**config.mk**
```make
export PLATFORM = sky130hd
export DESIGN_NAME = stepper_motion_ctrl
export DESIGN_NICKNAME = d
export VERILOG_FILES = /design/src/rtl/stepper_ctrl_pkg.sv /design/src/rtl/stepper_sync_2ff.sv /design/src/rtl/stepper_motion_ctrl.sv
export SDC_FILE = /design/constraint.sdc
export NUM_CORES = 1
export LEC_CHECK = 0
export CAP_MARGIN = 10
export CORE_AREA = 2 2 214 216
export DETAILED_ROUTE_END_ITERATION = 10
export DIE_AREA = 0 0 216 218
export GPL_ROUTABILITY_DRIVEN = 1
export HOLD_SLACK_MARGIN = 0.03
export PLACE_DENSITY = 0.44
export SYNTH_ARGS = -nofsm -noshare
export SYNTH_HDL_FRONTEND = slang
export SYNTH_SLANG_ARGS = --single-unit
```
**constraint.sdc**
```tcl
create_clock -name clk_100M -period 6.96 [get_ports clk_100M]
set_input_delay 0.696 -clock clk_100M [delete_from_list [all_inputs] [get_ports clk_100M]]
set_output_delay 0.696 -clock clk_100M [all_outputs]
set_load 0.02 [all_outputs]
```
**src/rtl/stepper_ctrl_pkg.sv**
```systemverilog
`default_nettype none
// +----------------------------------------------------------------------------+
// | stepper_ctrl_pkg : command/state encodings and default timing constants     |
// | Rev 1.0                                                                     |
// +----------------------------------------------------------------------------+
package stepper_ctrl_pkg;

  typedef enum logic [1:0] {
    NOP  = 2'd0,
    MOVE = 2'd1,
    HOME = 2'd2,
    STOP = 2'd3
  } cmd_op_t;

  typedef enum logic [2:0] {
    IDLE      = 3'd0,
    WAKE      = 3'd1,
    ACCEL     = 3'd2,
    CRUISE    = 3'd3,
    DECEL     = 3'd4,
    HOME_SEEK = 3'd5,
    FAULT     = 3'd6
  } state_t;

  localparam logic [15:0]        DEF_DLY_START      = 16'd60000;
  localparam logic [15:0]        DEF_DLY_CRUISE     = 16'd0;
  localparam logic [15:0]        DEF_DLY_DEC        = 16'd500;
  localparam logic [15:0]        DEF_DLY_HOME       = 16'd30000;
  localparam logic               DEF_HOME_DIR       = 1'b0;
  localparam logic [23:0]        DEF_HOME_MAX_STEPS = 24'd2000000;
  localparam logic [19:0]        DEF_WAKE_CYCLES    = 20'd200000;
  localparam logic signed [31:0] DEF_POS_MIN        = -32'sd1000000;
  localparam logic signed [31:0] DEF_POS_MAX        = 32'sd1000000;

endpackage
`default_nettype wire

```
**src/rtl/stepper_sync_2ff.sv**
```systemverilog
`default_nettype none
// +----------------------------------------------------------------------------+
// | stepper_sync_2ff : two-flop synchroniser for asynchronous level inputs      |
// | Rev 1.0                                                                     |
// +----------------------------------------------------------------------------+
module stepper_sync_2ff #(
  parameter logic RST_VAL = 1'b1
) (
  input  logic clk_100M,
  input  logic nrst,
  input  logic d,
  output logic q
);

  logic [1:0] r_sync;

  always_ff @(posedge clk_100M or negedge nrst) begin
    if (!nrst) begin
      r_sync <= {2{RST_VAL}};
    end else begin
      r_sync <= {r_sync[0], d};
    end
  end

  assign q = r_sync[1];

endmodule
`default_nettype wire

```
**src/rtl/stepper_motion_ctrl.sv**
```systemverilog
`default_nettype none
// +----------------------------------------------------------------------------+
// | stepper_motion_ctrl : MOVE/HOME/STOP sequencer with linear ramp for stepper |
// | Optional macro STEPPER_SOFT_LIMIT_EN: soft position limits on MOVE          |
// | Rev 1.0                                                                     |
// +----------------------------------------------------------------------------+
module stepper_motion_ctrl
  import stepper_ctrl_pkg::*;
#(
  parameter logic [15:0] DLY_START      = DEF_DLY_START,
  parameter logic [15:0] DLY_CRUISE     = DEF_DLY_CRUISE,
  parameter logic [15:0] DLY_DEC        = DEF_DLY_DEC,
  parameter logic [15:0] DLY_HOME       = DEF_DLY_HOME,
  parameter logic        HOME_DIR       = DEF_HOME_DIR,
  parameter logic [23:0] HOME_MAX_STEPS = DEF_HOME_MAX_STEPS,
  parameter logic [19:0] WAKE_CYCLES    = DEF_WAKE_CYCLES
`ifdef STEPPER_SOFT_LIMIT_EN
  ,
  parameter logic signed [31:0] POS_MIN = DEF_POS_MIN,
  parameter logic signed [31:0] POS_MAX = DEF_POS_MAX
`endif
) (
  input  logic               clk_100M,
  input  logic               nrst,
  input  logic               cmd_valid,
  output logic               cmd_ready,
  input  logic [1:0]         cmd_op,
  input  logic               cmd_dir,
  input  logic [23:0]        cmd_steps,
  output logic               stp_en,
  output logic               stp_dir,
  output logic [15:0]        stp_speed,
  input  logic               stp_step,
  input  logic               mtr_nhome,
  input  logic               mtr_nflt,
  output logic               busy,
  output logic               done,
  output logic               fault,
  output logic               homed,
  output logic signed [31:0] position,
  output logic               cmd_err
);

  localparam logic [2:0] ST_IDLE      = IDLE;
  localparam logic [2:0] ST_WAKE      = WAKE;
  localparam logic [2:0] ST_ACCEL     = ACCEL;
  localparam logic [2:0] ST_CRUISE    = CRUISE;
  localparam logic [2:0] ST_DECEL     = DECEL;
  localparam logic [2:0] ST_HOME_SEEK = HOME_SEEK;
  localparam logic [2:0] ST_FAULT     = FAULT;

  localparam logic [1:0] OP_MOVE = MOVE;
  localparam logic [1:0] OP_HOME = HOME;
  localparam logic [1:0] OP_STOP = STOP;

  logic [2:0]         r_state;
  logic               r_live;
  logic               r_step_d;
  logic               r_en;
  logic               r_dir;
  logic [15:0]        r_speed;
  logic [23:0]        r_remaining;
  logic [23:0]        r_ramp;
  logic [19:0]        r_wake_cnt;
  logic [23:0]        r_home_cnt;
  logic               r_homing;
  logic               r_done;
  logic               r_cmd_err;
  logic               r_fault;
  logic               r_homed;
  logic signed [31:0] r_position;

  logic        w_nhome_s;
  logic        w_nflt_s;
  logic        w_counting;
  logic        w_flt_evt;
  logic        w_step;
  logic        w_stop;
  logic        w_accept;
  logic        w_busy_rej;
  logic        w_move_bad;
  logic [23:0] w_rem_dec;
  logic [23:0] w_ramp_inc;
  logic [23:0] w_ramp_dec;
  logic [16:0] w_acc17;
  logic [16:0] w_dec17;
  logic [15:0] w_spd_fast;
  logic [15:0] w_spd_slow;

  stepper_sync_2ff #(.RST_VAL(1'b1)) u_sync_nhome (
    .clk_100M (clk_100M),
    .nrst     (nrst),
    .d        (mtr_nhome),
    .q        (w_nhome_s)
  );

  stepper_sync_2ff #(.RST_VAL(1'b1)) u_sync_nflt (
    .clk_100M (clk_100M),
    .nrst     (nrst),
    .d        (mtr_nflt),
    .q        (w_nflt_s)
  );

  assign cmd_ready = r_live && (r_state == ST_IDLE);
  assign w_counting = (r_state == ST_ACCEL) || (r_state == ST_CRUISE) ||
                      (r_state == ST_DECEL) || (r_state == ST_HOME_SEEK);
  // A driver fault outranks a coincident step edge, so that edge is dropped
  assign w_flt_evt  = (r_state != ST_IDLE) && !w_nflt_s;
  assign w_step     = stp_step && !r_step_d && w_counting && !w_flt_evt;
  assign w_stop     = cmd_valid && (cmd_op == OP_STOP);
  assign w_accept   = cmd_valid && cmd_ready;
  assign w_busy_rej = cmd_valid && !cmd_ready && (cmd_op != OP_STOP);

  assign w_rem_dec  = r_remaining - 24'd1;
  assign w_ramp_inc = r_ramp + 24'd1;
  assign w_ramp_dec = (r_ramp != 24'd0) ? r_ramp - 24'd1 : 24'd0;
  // Ramp arithmetic is done 17 bits wide so over/underflow saturates cleanly
  assign w_acc17    = {1'b0, r_speed} - {1'b0, DLY_DEC};
  assign w_dec17    = {1'b0, r_speed} + {1'b0, DLY_DEC};
  assign w_spd_fast = (w_acc17[16] || (w_acc17[15:0] < DLY_CRUISE)) ? DLY_CRUISE : w_acc17[15:0];
  assign w_spd_slow = (w_dec17 > {1'b0, DLY_START}) ? DLY_START : w_dec17[15:0];

`ifdef STEPPER_SOFT_LIMIT_EN
  localparam logic signed [32:0] LIM_LO = {POS_MIN[31], POS_MIN};
  localparam logic signed [32:0] LIM_HI = {POS_MAX[31], POS_MAX};
  logic signed [32:0] w_target;
  assign w_target   = cmd_dir ? ({r_position[31], r_position} + {9'd0, cmd_steps})
                              : ({r_position[31], r_position} - {9'd0, cmd_steps});
  assign w_move_bad = !r_homed || (w_target < LIM_LO) || (w_target > LIM_HI);
`else
  assign w_move_bad = 1'b0;
`endif

  always_ff @(posedge clk_100M or negedge nrst) begin
    if (!nrst) begin
      r_state     <= ST_IDLE;
      r_live      <= 1'b0;
      r_step_d    <= 1'b0;
      r_en        <= 1'b0;
      r_dir       <= 1'b0;
      r_speed     <= DLY_START;
      r_remaining <= 24'd0;
      r_ramp      <= 24'd0;
      r_wake_cnt  <= 20'd0;
      r_home_cnt  <= 24'd0;
      r_homing    <= 1'b0;
      r_done      <= 1'b0;
      r_cmd_err   <= 1'b0;
      r_fault     <= 1'b0;
      r_homed     <= 1'b0;
      r_position  <= 32'sd0;
    end else begin
      r_live    <= 1'b1;
      r_step_d  <= stp_step;
      r_done    <= 1'b0;
      r_cmd_err <= w_busy_rej;

      if (w_step) begin
        r_position <= r_dir ? r_position + 32'sd1 : r_position - 32'sd1;
      end

      if (w_flt_evt) begin
        r_state <= ST_FAULT;
        r_en    <= 1'b0;
        r_fault <= 1'b1;
        r_homed <= 1'b0;
      end else begin
        case (r_state)
          ST_IDLE: begin
            r_en <= 1'b0;
            if (w_accept) begin
              case (cmd_op)
                OP_MOVE: begin
                  if (w_move_bad) begin
                    r_cmd_err <= 1'b1;
                  end else if (cmd_steps == 24'd0) begin
                    r_done <= 1'b1;
                  end else begin
                    r_dir       <= cmd_dir;
                    r_remaining <= cmd_steps;
                    r_ramp      <= 24'd0;
                    r_speed     <= DLY_START;
                    r_en        <= 1'b1;
                    r_wake_cnt  <= 20'd0;
                    r_homing    <= 1'b0;
                    r_state     <= ST_WAKE;
                  end
                end
                OP_HOME: begin
                  r_dir      <= HOME_DIR;
                  r_speed    <= DLY_HOME;
                  r_en       <= 1'b1;
                  r_wake_cnt <= 20'd0;
                  r_homing   <= 1'b1;
                  r_state    <= ST_WAKE;
                end
                OP_STOP: r_done <= 1'b1;
                default: ;
              endcase
            end
          end

          ST_WAKE: begin
            if (w_stop) begin
              r_en    <= 1'b0;
              r_done  <= 1'b1;
              r_state <= ST_IDLE;
            end else if (r_wake_cnt == WAKE_CYCLES - 20'd1) begin
              r_home_cnt <= 24'd0;
              r_state    <= r_homing ? ST_HOME_SEEK : ST_ACCEL;
            end else begin
              r_wake_cnt <= r_wake_cnt + 20'd1;
            end
          end

          ST_ACCEL: begin
            if (w_step) begin
              r_remaining <= w_rem_dec;
              r_ramp      <= w_ramp_inc;
              r_speed     <= w_spd_fast;
              if (w_rem_dec == 24'd0) begin
                r_en    <= 1'b0;
                r_done  <= 1'b1;
                r_state <= ST_IDLE;
              end else if (w_rem_dec <= w_ramp_inc) begin
                r_state <= ST_DECEL;
              end else if (w_spd_fast == DLY_CRUISE) begin
                r_state <= ST_CRUISE;
              end
            end else if (w_stop) begin
              // With no ramp built up yet there is nothing to decelerate from
              if (r_ramp == 24'd0) begin
                r_en    <= 1'b0;
                r_done  <= 1'b1;
                r_state <= ST_IDLE;
              end else begin
                r_remaining <= r_ramp;
                r_state     <= ST_DECEL;
              end
            end
          end

          ST_CRUISE: begin
            if (w_step) begin
              r_remaining <= w_rem_dec;
              if (w_rem_dec == 24'd0) begin
                r_en    <= 1'b0;
                r_done  <= 1'b1;
                r_state <= ST_IDLE;
              end else if (w_rem_dec <= r_ramp) begin
                r_state <= ST_DECEL;
              end
            end else if (w_stop) begin
              r_remaining <= r_ramp;
              r_state     <= ST_DECEL;
            end
          end

          ST_DECEL: begin
            if (w_step) begin
              r_remaining <= w_rem_dec;
              r_ramp      <= w_ramp_dec;
              r_speed     <= w_spd_slow;
              if (w_rem_dec == 24'd0) begin
                r_en    <= 1'b0;
                r_done  <= 1'b1;
                r_state <= ST_IDLE;
              end
            end
          end

          ST_HOME_SEEK: begin
            if (!w_nhome_s) begin
              r_position <= 32'sd0;
              r_homed    <= 1'b1;
              r_en       <= 1'b0;
              r_done     <= 1'b1;
              r_state    <= ST_IDLE;
            end else if (w_step) begin
              r_home_cnt <= r_home_cnt + 24'd1;
              if (r_home_cnt + 24'd1 == HOME_MAX_STEPS) begin
                r_en    <= 1'b0;
                r_fault <= 1'b1;
                r_homed <= 1'b0;
                r_state <= ST_FAULT;
              end
            end else if (w_stop) begin
              r_en    <= 1'b0;
              r_done  <= 1'b1;
              r_state <= ST_IDLE;
            end
          end

          ST_FAULT: begin
            r_en <= 1'b0;
            if (w_stop) begin
              r_fault <= 1'b0;
              r_state <= ST_IDLE;
            end
          end

          default: r_state <= ST_IDLE;
        endcase
      end
    end
  end

  assign stp_en    = r_en;
  assign stp_dir   = r_dir;
  assign stp_speed = r_speed;
  assign busy      = (r_state != ST_IDLE) && (r_state != ST_FAULT);
  assign done      = r_done;
  assign fault     = r_fault;
  assign homed     = r_homed;
  assign position  = r_position;
  assign cmd_err   = r_cmd_err;

endmodule
`default_nettype wire

```
# == Word-level counts from Yosys, hierarchy flattened ==
# Index checks and enable logic that the tools add are counted.
# classes
n_addsub,9
multipliers,0
div,0
n_lt_le_gt_ge,4
n_eq_ne,48
n_shift,0
n_mux,106
n_bitwise,1
n_reduce_logical,44
# ops
operator,n
$mux 24,19
$mux 32,5
$mux 16,6
$pmux 24 s4,1
$mux 20,4
$pmux 20 s2,2
$logic_not 24->1,3
$pmux 24 s3,1
$mux 3,22
$add 24x1->24 const B,2
$le 24x24->1,2
$pmux 16 s3,1
$pmux 24 s2,1
$sub 24x1->24 const B,2
$mux 1,34
$ne 3x3->1 const B,11
$add 32x2->32 const B,1
$pmux 16 s2,1
$sub 32x2->32 const B,1
$eq 24x21->1 const B,1
$reduce_bool 24->1,1
$pmux 3 s7,1
$reduce_and 7->1,3
$add 20x1->20 const B,1
other kinds (40),86
# word_totals
reg_bits,156
latch_bits,0
ram_bits,0
romBits,0
inputBits,33
out_inout_bits,56
wordCells,230
memories,0

# == Depth between registers and ports, before layout ==
# depth
ltp_word,11
mapped_depth,20
ltp_nobuf,18

# == Modules after synthesis ==
# Synthesis repeated with hierarchy kept, for this count alone.
# hier_totals
cells_unflattened,1679
hier_area_um2,13247.7
# by_module_without_submodules
module,instances,cells_each,area_each_um2,seq_area_each_um2
stepper_motion_ctrl,1,1675,13142.6,3812.4
stepper_sync_2ff,2,2,52.6,52.6

# == Least setup slack after synthesis ==
# OpenSTA, ideal clock, no wires.
# synth_timing
kind,reg-to-reg
startpoint,reg r_ramp[0]
endpoint,reg r_state[2]
setup_ns,0.125
arrival_ns,4.083
required_ns,6.835
slack_ns,2.753
path_stages_with_launch,21
path_buffers,2
period_less_slack_ns,4.207
cell_sequence,dfrtp_1 ha_1 and3_1 nand2_1 nor2_1 and3_1 clkbuf_1 and3_1 clkbuf_1 nand4_1 xnor2_1 ha_1 nand4_1 nor4_1 nand3_1 nor3_1 nor3_1 o21ai_0 o221ai_1 a211oi_4 mux2_2
# synth_between
elab_chain_len,7
elab_cells_between_ends,14
classes_between,add/sub: 1; order compare: 2; eq/ne: 2; mux: 7; reduce/logical: 2
# synth_lines
item,line_no,text
from (decl),stepper_motion_ctrl.sv:63,logic [23:0] r_ramp;
from (signal assigned),stepper_motion_ctrl.sv:219,r_ramp <= w_ramp_inc;
from (signal assigned),stepper_motion_ctrl.sv:262,r_ramp <= w_ramp_dec;
$add 24x1->24,stepper_motion_ctrl.sv:115,assign w_ramp_inc = r_ramp + 24'd1;
$le 24x24->1,stepper_motion_ctrl.sv:225,end else if (w_rem_dec <= w_ramp_inc) begin
$mux 3,stepper_motion_ctrl.sv:225,
$mux 3,stepper_motion_ctrl.sv:221,if (w_rem_dec == 24'd0) begin
$mux 3,stepper_motion_ctrl.sv:217,if (w_step) begin
$pmux 3 s7,stepper_motion_ctrl.sv:168,case (r_state)
$mux 3,stepper_motion_ctrl.sv:162,if (w_flt_evt) begin
to (signal assigned),stepper_motion_ctrl.sv:210,r_state <= r_homing ? ST_HOME_SEEK : ST_ACCEL;
to (decl),stepper_motion_ctrl.sv:56,logic [2:0] r_state;
# Parallel ways exist; a longest one is shown, timed or not. The select of a mux whose other input is x is not followed.
# A chain may end at the register's enable or synchronous reset.

# == Worst setup path in the final report ==
# Ends and elaborated chain as after synthesis.

==> run summary <==
Synth cell types: 98
CTS Buf Count: 17
worst-path maximum fanout: 8
Int Pwr: 2.97 mW
Buffers on Ports: 88
hold_buf cts: 0
Fmax: 0.199 GHz
Crit. End Element: flip-flop
share of the synthesized area in the top cell type: 27.3%
min cycle time layout: 5.03 ns
Net Sw Frac: 49.9%
DRT antenna net count: 0
gp weighted congestion: 0.936
total negative slack: 0 ns
Rows: 78
register bit total from synthesis: 156
final cycle utilization of the critical path: 72.2%
final hold vios: 0
clk_lat worst skew: 0.46 ns
chip width: 216 µm
Vias/cell: 5.50
deepest level of the CTS H-tree: 4
Post-DP HPWL: 32200 µm
Max Root-Sink Buffers: 2
Syn Nets: 1785
CP startpoint: r_ramp[0]$_DFFE_PN0P_
Setup crit start kind: flip-flop
status: completed
worst vdd ir: 0.166 mV
crit path to: r_state[2]$_DFFE_PN0P_
Reg-to-Reg Start: r_ramp[0]$_DFFE_PN0P_
die area: 47100 µm²
initial DRC count: 858
Pins Over Slew Limit: 0
Gate power share: 57.9%
Initial Util: 29.6%
Flop pwr share: 25.9%
Total Nets Final: 1804
Avg Cell Area, Syn: 8.00 µm²
DRC: 0
Worst Tran Pin Value: 1.10 ns
initial antenna violation count: 0
synth cell count leaders: 176 x nand2_1, 161 x o21ai_0, 145 x dfrtp_1, 131 x nor2_1, 110 x a21oi_1
Synth Flop Type: dfrtp_1
Hold Crit Class: in2async
Pwr Density: 390 nW/µm²
critical path class: reg2reg
GR Util All Layers: 18.7%
Post-synth EDFFs: 0
Yosys top cell by area: dfrtp_1
first-pass GRT wire length: 69900 µm
net load switching power: 2.95 mW
CTS Sinks: 156
Area Overhead vs Synth: 14.3%
routing usage on met1: 24.8%
WL final: 43500 µm
critical path data arrival time: 5.38 ns
number of global-route vias before repair: 12254
clock share of power: 16.2%
TritonRoute pass-1 iters: 5
maxcap violations: 0
cell chosen for the clock root: clkbuf_16
Setup Fix Bufs, Post-CTS: 0
CTS tree: done
Slew HR: 26.7%
Final setup viols: 0
post-synthesis cell count: 1660
post_cts resized: 0
vias: 12606
met3 Usage GRT: 3.42%
Pwr Total: 5.92 mW
num ports: 89
Die Y: 218 µm
yosys warns: 0
grt met2 use: 31.0%
Antenna Cells: 0
largest net degree at the start of global routing: 65
clk slew on worst S/H paths: 0.08 ns
most common cell in the synthesized netlist: nand2_1
Remaining Overflow, GRT: 0
busiest layer in global routing: met2
Avg WL per Cell: 19.0 µm
P_leak: 6.11 nW
RR Endpoint: r_state[2]$_DFFE_PN0P_
top cells by area, synth: dfrtp_1 27%, ha_1 8.6%, o21ai_0 6.1%
Layout Skew: 0.0140 ns
share of cells above drive strength 1: 6.74%
fin util: 33.8%
WP data required: 7.31 ns
core area: 44900 µm²
Seq/Total Area, Yosys: 29.5%
setup slack, reg-to-reg: 1.93 ns
R2R depth: 17
unrepaired setup endpoints after global routing: no
Netlist Area Pre-Place: 13300 µm²
asr flop ratio synth: 100%
[metrics by stage]
step	hold slack, ns	instance area, µm²	instances	worst slack (ns)
finish	0.137	15200	2292	1.93
floorplan	0.345	13300	1660	2.75
CTS	0.132	15200	2292	2.00
global placement	0.353	14600	2260	2.26
global route	0.147	15200	2292	1.52
detailed placement	0.347	14600	2260	2.01
[per-layer routing]
| metal | vias up | routed length [µm] |
|---|---|---|
| li1 | 6201 | - |
| met1 | 6093 | 20200 |
| met2 | 271 | 20800 |
| met3 | 41 | 1720 |
| met4 | 0 | 858 |
| met5 | - | 0 |
[sequential cells by signal, summed over array words and instances, names as in the netlist, 2 cells and up]
| signal | count |
|---|---|
| position | 32 |
| u_sync_nhome.r_sync | 2 |
| r_ramp | 24 |
| r_remaining | 24 |
| r_home_cnt | 24 |
| r_state | 3 |
| u_sync_nflt.r_sync | 2 |
| r_wake_cnt | 20 |
| stp_speed | 16 |
[worst min-delay path by stage]
stage | start | slack (ns) | end
after floorplan | u_sync_nflt.r_sync[0]$_DFF_PN1_ | 0.35 | u_sync_nflt.r_sync[1]$_DFF_PN1_
after global placement | u_sync_nhome.r_sync[0]$_DFF_PN1_ | 0.35 | u_sync_nhome.r_sync[1]$_DFF_PN1_
after detailed placement | u_sync_nhome.r_sync[0]$_DFF_PN1_ | 0.35 | u_sync_nhome.r_sync[1]$_DFF_PN1_
after CTS | nrst | 0.13 | position[18]$_DFF_PN0_
after global routing | nrst | 0.15 | position[18]$_DFF_PN0_
final | nrst | 0.14 | position[18]$_DFF_PN0_
[worst max-delay path: stages (launching register included)]
cell and delay [ns]:
dfrtp_1 0.49, nand3_1 0.18, nor4_2 0.50, and4_1 0.36, and3_1 0.29, nand3_1 0.22
nor3_1 0.23, xnor2_1 0.12, ha_1 0.32, nand4_1 0.14, nor4_1 0.42, nand3_1 0.17
nor3_1 0.34, nor3_1 0.07, o21ai_0 0.14, o221ai_1 0.23, a211oi_4 0.34, mux2_2 0.36
[layout make-up]
cell class                      count  area (µm²)
Fill cell                        4742       29700
Multi-Input combinational cell   1334        8660
Sequential cell                   156        3920
Timing Repair Buffer              105        1010
Tap cell                          600         751
Clock buffer                       18         439
Inverter                           65         244
Clock inverter                     14         144
[cells in the final DEF, fill, tap and decap left out, types with 9 or more instances in the layout]
| cell | count |
|---|---|
| nor2b_1 | 11 |
| xnor2_1 | 55 |
| a221oi_1 | 12 |
| a31oi_1 | 22 |
| clkdlybuf4s50_1 | 87 |
| and2_1 | 10 |
| nor2_1 | 131 |
| nand3_1 | 72 |
| o31ai_1 | 18 |
| or4_1 | 9 |
| or2_2 | 13 |
| nand2b_1 | 17 |
| a21o_1 | 18 |
| o21a_1 | 9 |
| xor2_1 | 38 |
| a222oi_1 | 17 |
| dfstp_2 | 11 |
| ha_1 | 91 |
| o21ai_0 | 161 |
| a211oi_1 | 16 |
| a21oi_1 | 109 |
| nand4_1 | 36 |
| mux2i_1 | 10 |
| inv_1 | 65 |
| and3_1 | 19 |
| nand2_1 | 176 |
| a22o_1 | 9 |
| nor3_1 | 40 |
| o211ai_1 | 10 |
| nor3b_1 | 10 |
| buf_4 | 17 |
| o22ai_1 | 22 |
| clkbuf_16 | 17 |
| nor4_1 | 26 |
| dfrtp_1 | 145 |
[power by group through the flow]
| stage | combinational, mW | clock [mW] | sequential (mW) |
|---|---|---|---|
| finish | 3.43 | 0.959 | 1.54 |
| global placement | 3.40 | 0 | 1.55 |
| CTS | 3.42 | 0.995 | 1.54 |
| detailed placement | 3.40 | 0 | 1.55 |
| floorplan | 2.41 | 0 | 1.45 |
| global route | 3.80 | 1.04 | 1.58 |
[cells by family after synthesis]
kind of cell	share of synthesized area (%)
adder cells (fa/ha/maj)	8.81
AO/OA/AOI/OAI	24.0
XOR/XNOR	6.14
flip-flops	29.5
multiplexers	1.26
other	0.0283
buffers and inverters	5.36
AND/OR/NAND/NOR	24.9
Note: power is estimated with default switching activity, not from simulation.
==> edit, RTL diff (same settings) <==
The option `STEPPER_SOFT_LIMIT_EN` is turned on by a define.
--- a/src/rtl/stepper_motion_ctrl.sv
+++ b/src/rtl/stepper_motion_ctrl.sv
@@ -4,6 +4,8 @@
 // | Optional macro STEPPER_SOFT_LIMIT_EN: soft position limits on MOVE          |
 // | Rev 1.0                                                                     |
 // +----------------------------------------------------------------------------+
+`define STEPPER_SOFT_LIMIT_EN
+
 module stepper_motion_ctrl
   import stepper_ctrl_pkg::*;
 #(
Formal check against the unedited RTL: not equivalent (a bounded check fails within 4 cycles, from zero or initial values and one cycle with nrst low).
==> edit against the unedited design <==
- register-to-register slack worse by 1.2 ns
- clock skew barely moved
- core utilization increased by 5.8 points
- combinational power rose by 20%
- clock power increased by 3.1%
- wire length is 20% higher
- sequential power up 5%
- area after synthesis is 18% higher
- total power increased by 13%
- final area grew 17%
- setup slack got worse by 1.3 ns
- sequential cell count stayed put
==> edit: results (changes against the unedited design) <==
The final non-filler cell total came out at 2708 (was 2292). The number of antenna violations at the first check in global routing is 1 (was 0). The global-route usage over all layers came out at 22.6% (was 18.7%). The critical path's largest stage delay came to 0.52 ns (was 0.50 ns). The routability congestion estimate came out at 0.926 (was 0.936).

The xor and xnor area share after synthesis is 7.46% (was 6.14%). Most frequent cells after synthesis: sky130_fd_sc_hd__nand2_1 (200), sky130_fd_sc_hd__a21oi_1 (189), sky130_fd_sc_hd__nor2_1 (189) (was sky130_fd_sc_hd__nand2_1 (176), sky130_fd_sc_hd__o21ai_0 (161), sky130_fd_sc_hd__dfrtp_1 (145)). The worst-path cell with the longest stage delay is sky130_fd_sc_hd__a2111oi_0 (was sky130_fd_sc_hd__nor4_2). The DRC marker count from the first detailed-route iteration came out at 1131 (was 858). The clock latency at the later pin of the worst-skew pair is 0.49 ns (was 0.46 ns). The mean post-synth cell area came out at 7.61 sq um (was 8.00 sq um). The count of distinct cell types in the synthesized netlist is 82 (was 98). The area of placed instances came out at 17200 sq um (was 14600 sq um). The pin count of the biggest net entering global routing was 57 (was 65). The routing usage on met2 is 35.1% (was 31.0%). The global-route met3 utilization is 3.17% (was 3.42%).

The switching fraction of total power was 49.8% (was 49.9%). The placed wire-length estimate is 39800 um (was 32200 um). The net count after synthesis is 2229 (was 1785). Status: completed (unchanged). The setup slack of the most critical reg-to-reg path is 0.69 ns (was 1.93 ns).

The final clock skew came out at 0.0143 ns (was 0.0140 ns). The via count of the first global-routing pass came out at 14900 (was 12300). The minimum setup slack after placement came out at 0.0967 ns (was 2.01 ns). The largest driver fanout on the critical path came out at 19 (was 8).

The first-pass iteration count of the detailed router was 8 (was 5). The met1 usage is 31.8% (was 24.8%).
==> edit: cell types whose count changed in the layout (fill, tap and decap cells not counted), moves of 24 or more <==
cell,delta
sky130_fd_sc_hd__a21oi_1,+80
sky130_fd_sc_hd__a31oi_1,+28
sky130_fd_sc_hd__ha_1,+37
sky130_fd_sc_hd__nand2_1,+24
sky130_fd_sc_hd__nor2_1,+58
sky130_fd_sc_hd__xnor2_1,+28
==> edit: kinds of logic (layout without fill, tap and decap cells) <==
logic type	Yosys count	count (layout)
other	1	2
and+or+nand+nor	758	758
xor gates and xnor gates	134	134
AOI/OAI and AO/OA	669	669
buffers and inverters	190	231
adders and majority gates	130	130
DFF	156	156
muxes	28	28
==> edit: how the worst max path moves through the flow <==
stage          slack, ns               to  cells past startpoint
3_3_place_gp        0.23   r_remaining[6]                     23
3_5_place_dp         0.1  r_remaining[23]                     23
5_1_grt             0.08  r_remaining[23]                     23
4_1_cts             0.60  r_remaining[23]                     23
6_report            0.61  r_remaining[23]                     23
2_1_floorplan       1.26  r_remaining[15]                     22
==> edit: power by group through the flow <==
stage / clock [mW] / combinational [mW] / sequential, mW
detailed placement: 0 / 4.09 / 1.62
global route: 1.06 / 4.63 / 1.66
floorplan: 0 / 2.98 / 1.49
global placement: 0 / 4.08 / 1.62
finish: 0.989 / 4.11 / 1.61
CTS: 1.03 / 4.11 / 1.60
==> edit: area by class of cell <==
cell class                 count  area [sq um]
fill                        4691         27100
multi-input combinational   1720         11100
sequential                   156          3920
timing repair buffer         122          1140
tap                          600           751
clock buffer                  18           439
inverter                      77           289
clock inverter                14           156
antenna                        1          2.50
==> edit: per-layer routing <==
metal	routed length [um]	up-vias	share of wire [%]
met2	22700	304	44
li1	-	7728	-
met5	0	-	0
met1	25900	7337	50
met4	1330	0	2.5
met3	2110	61	4.1
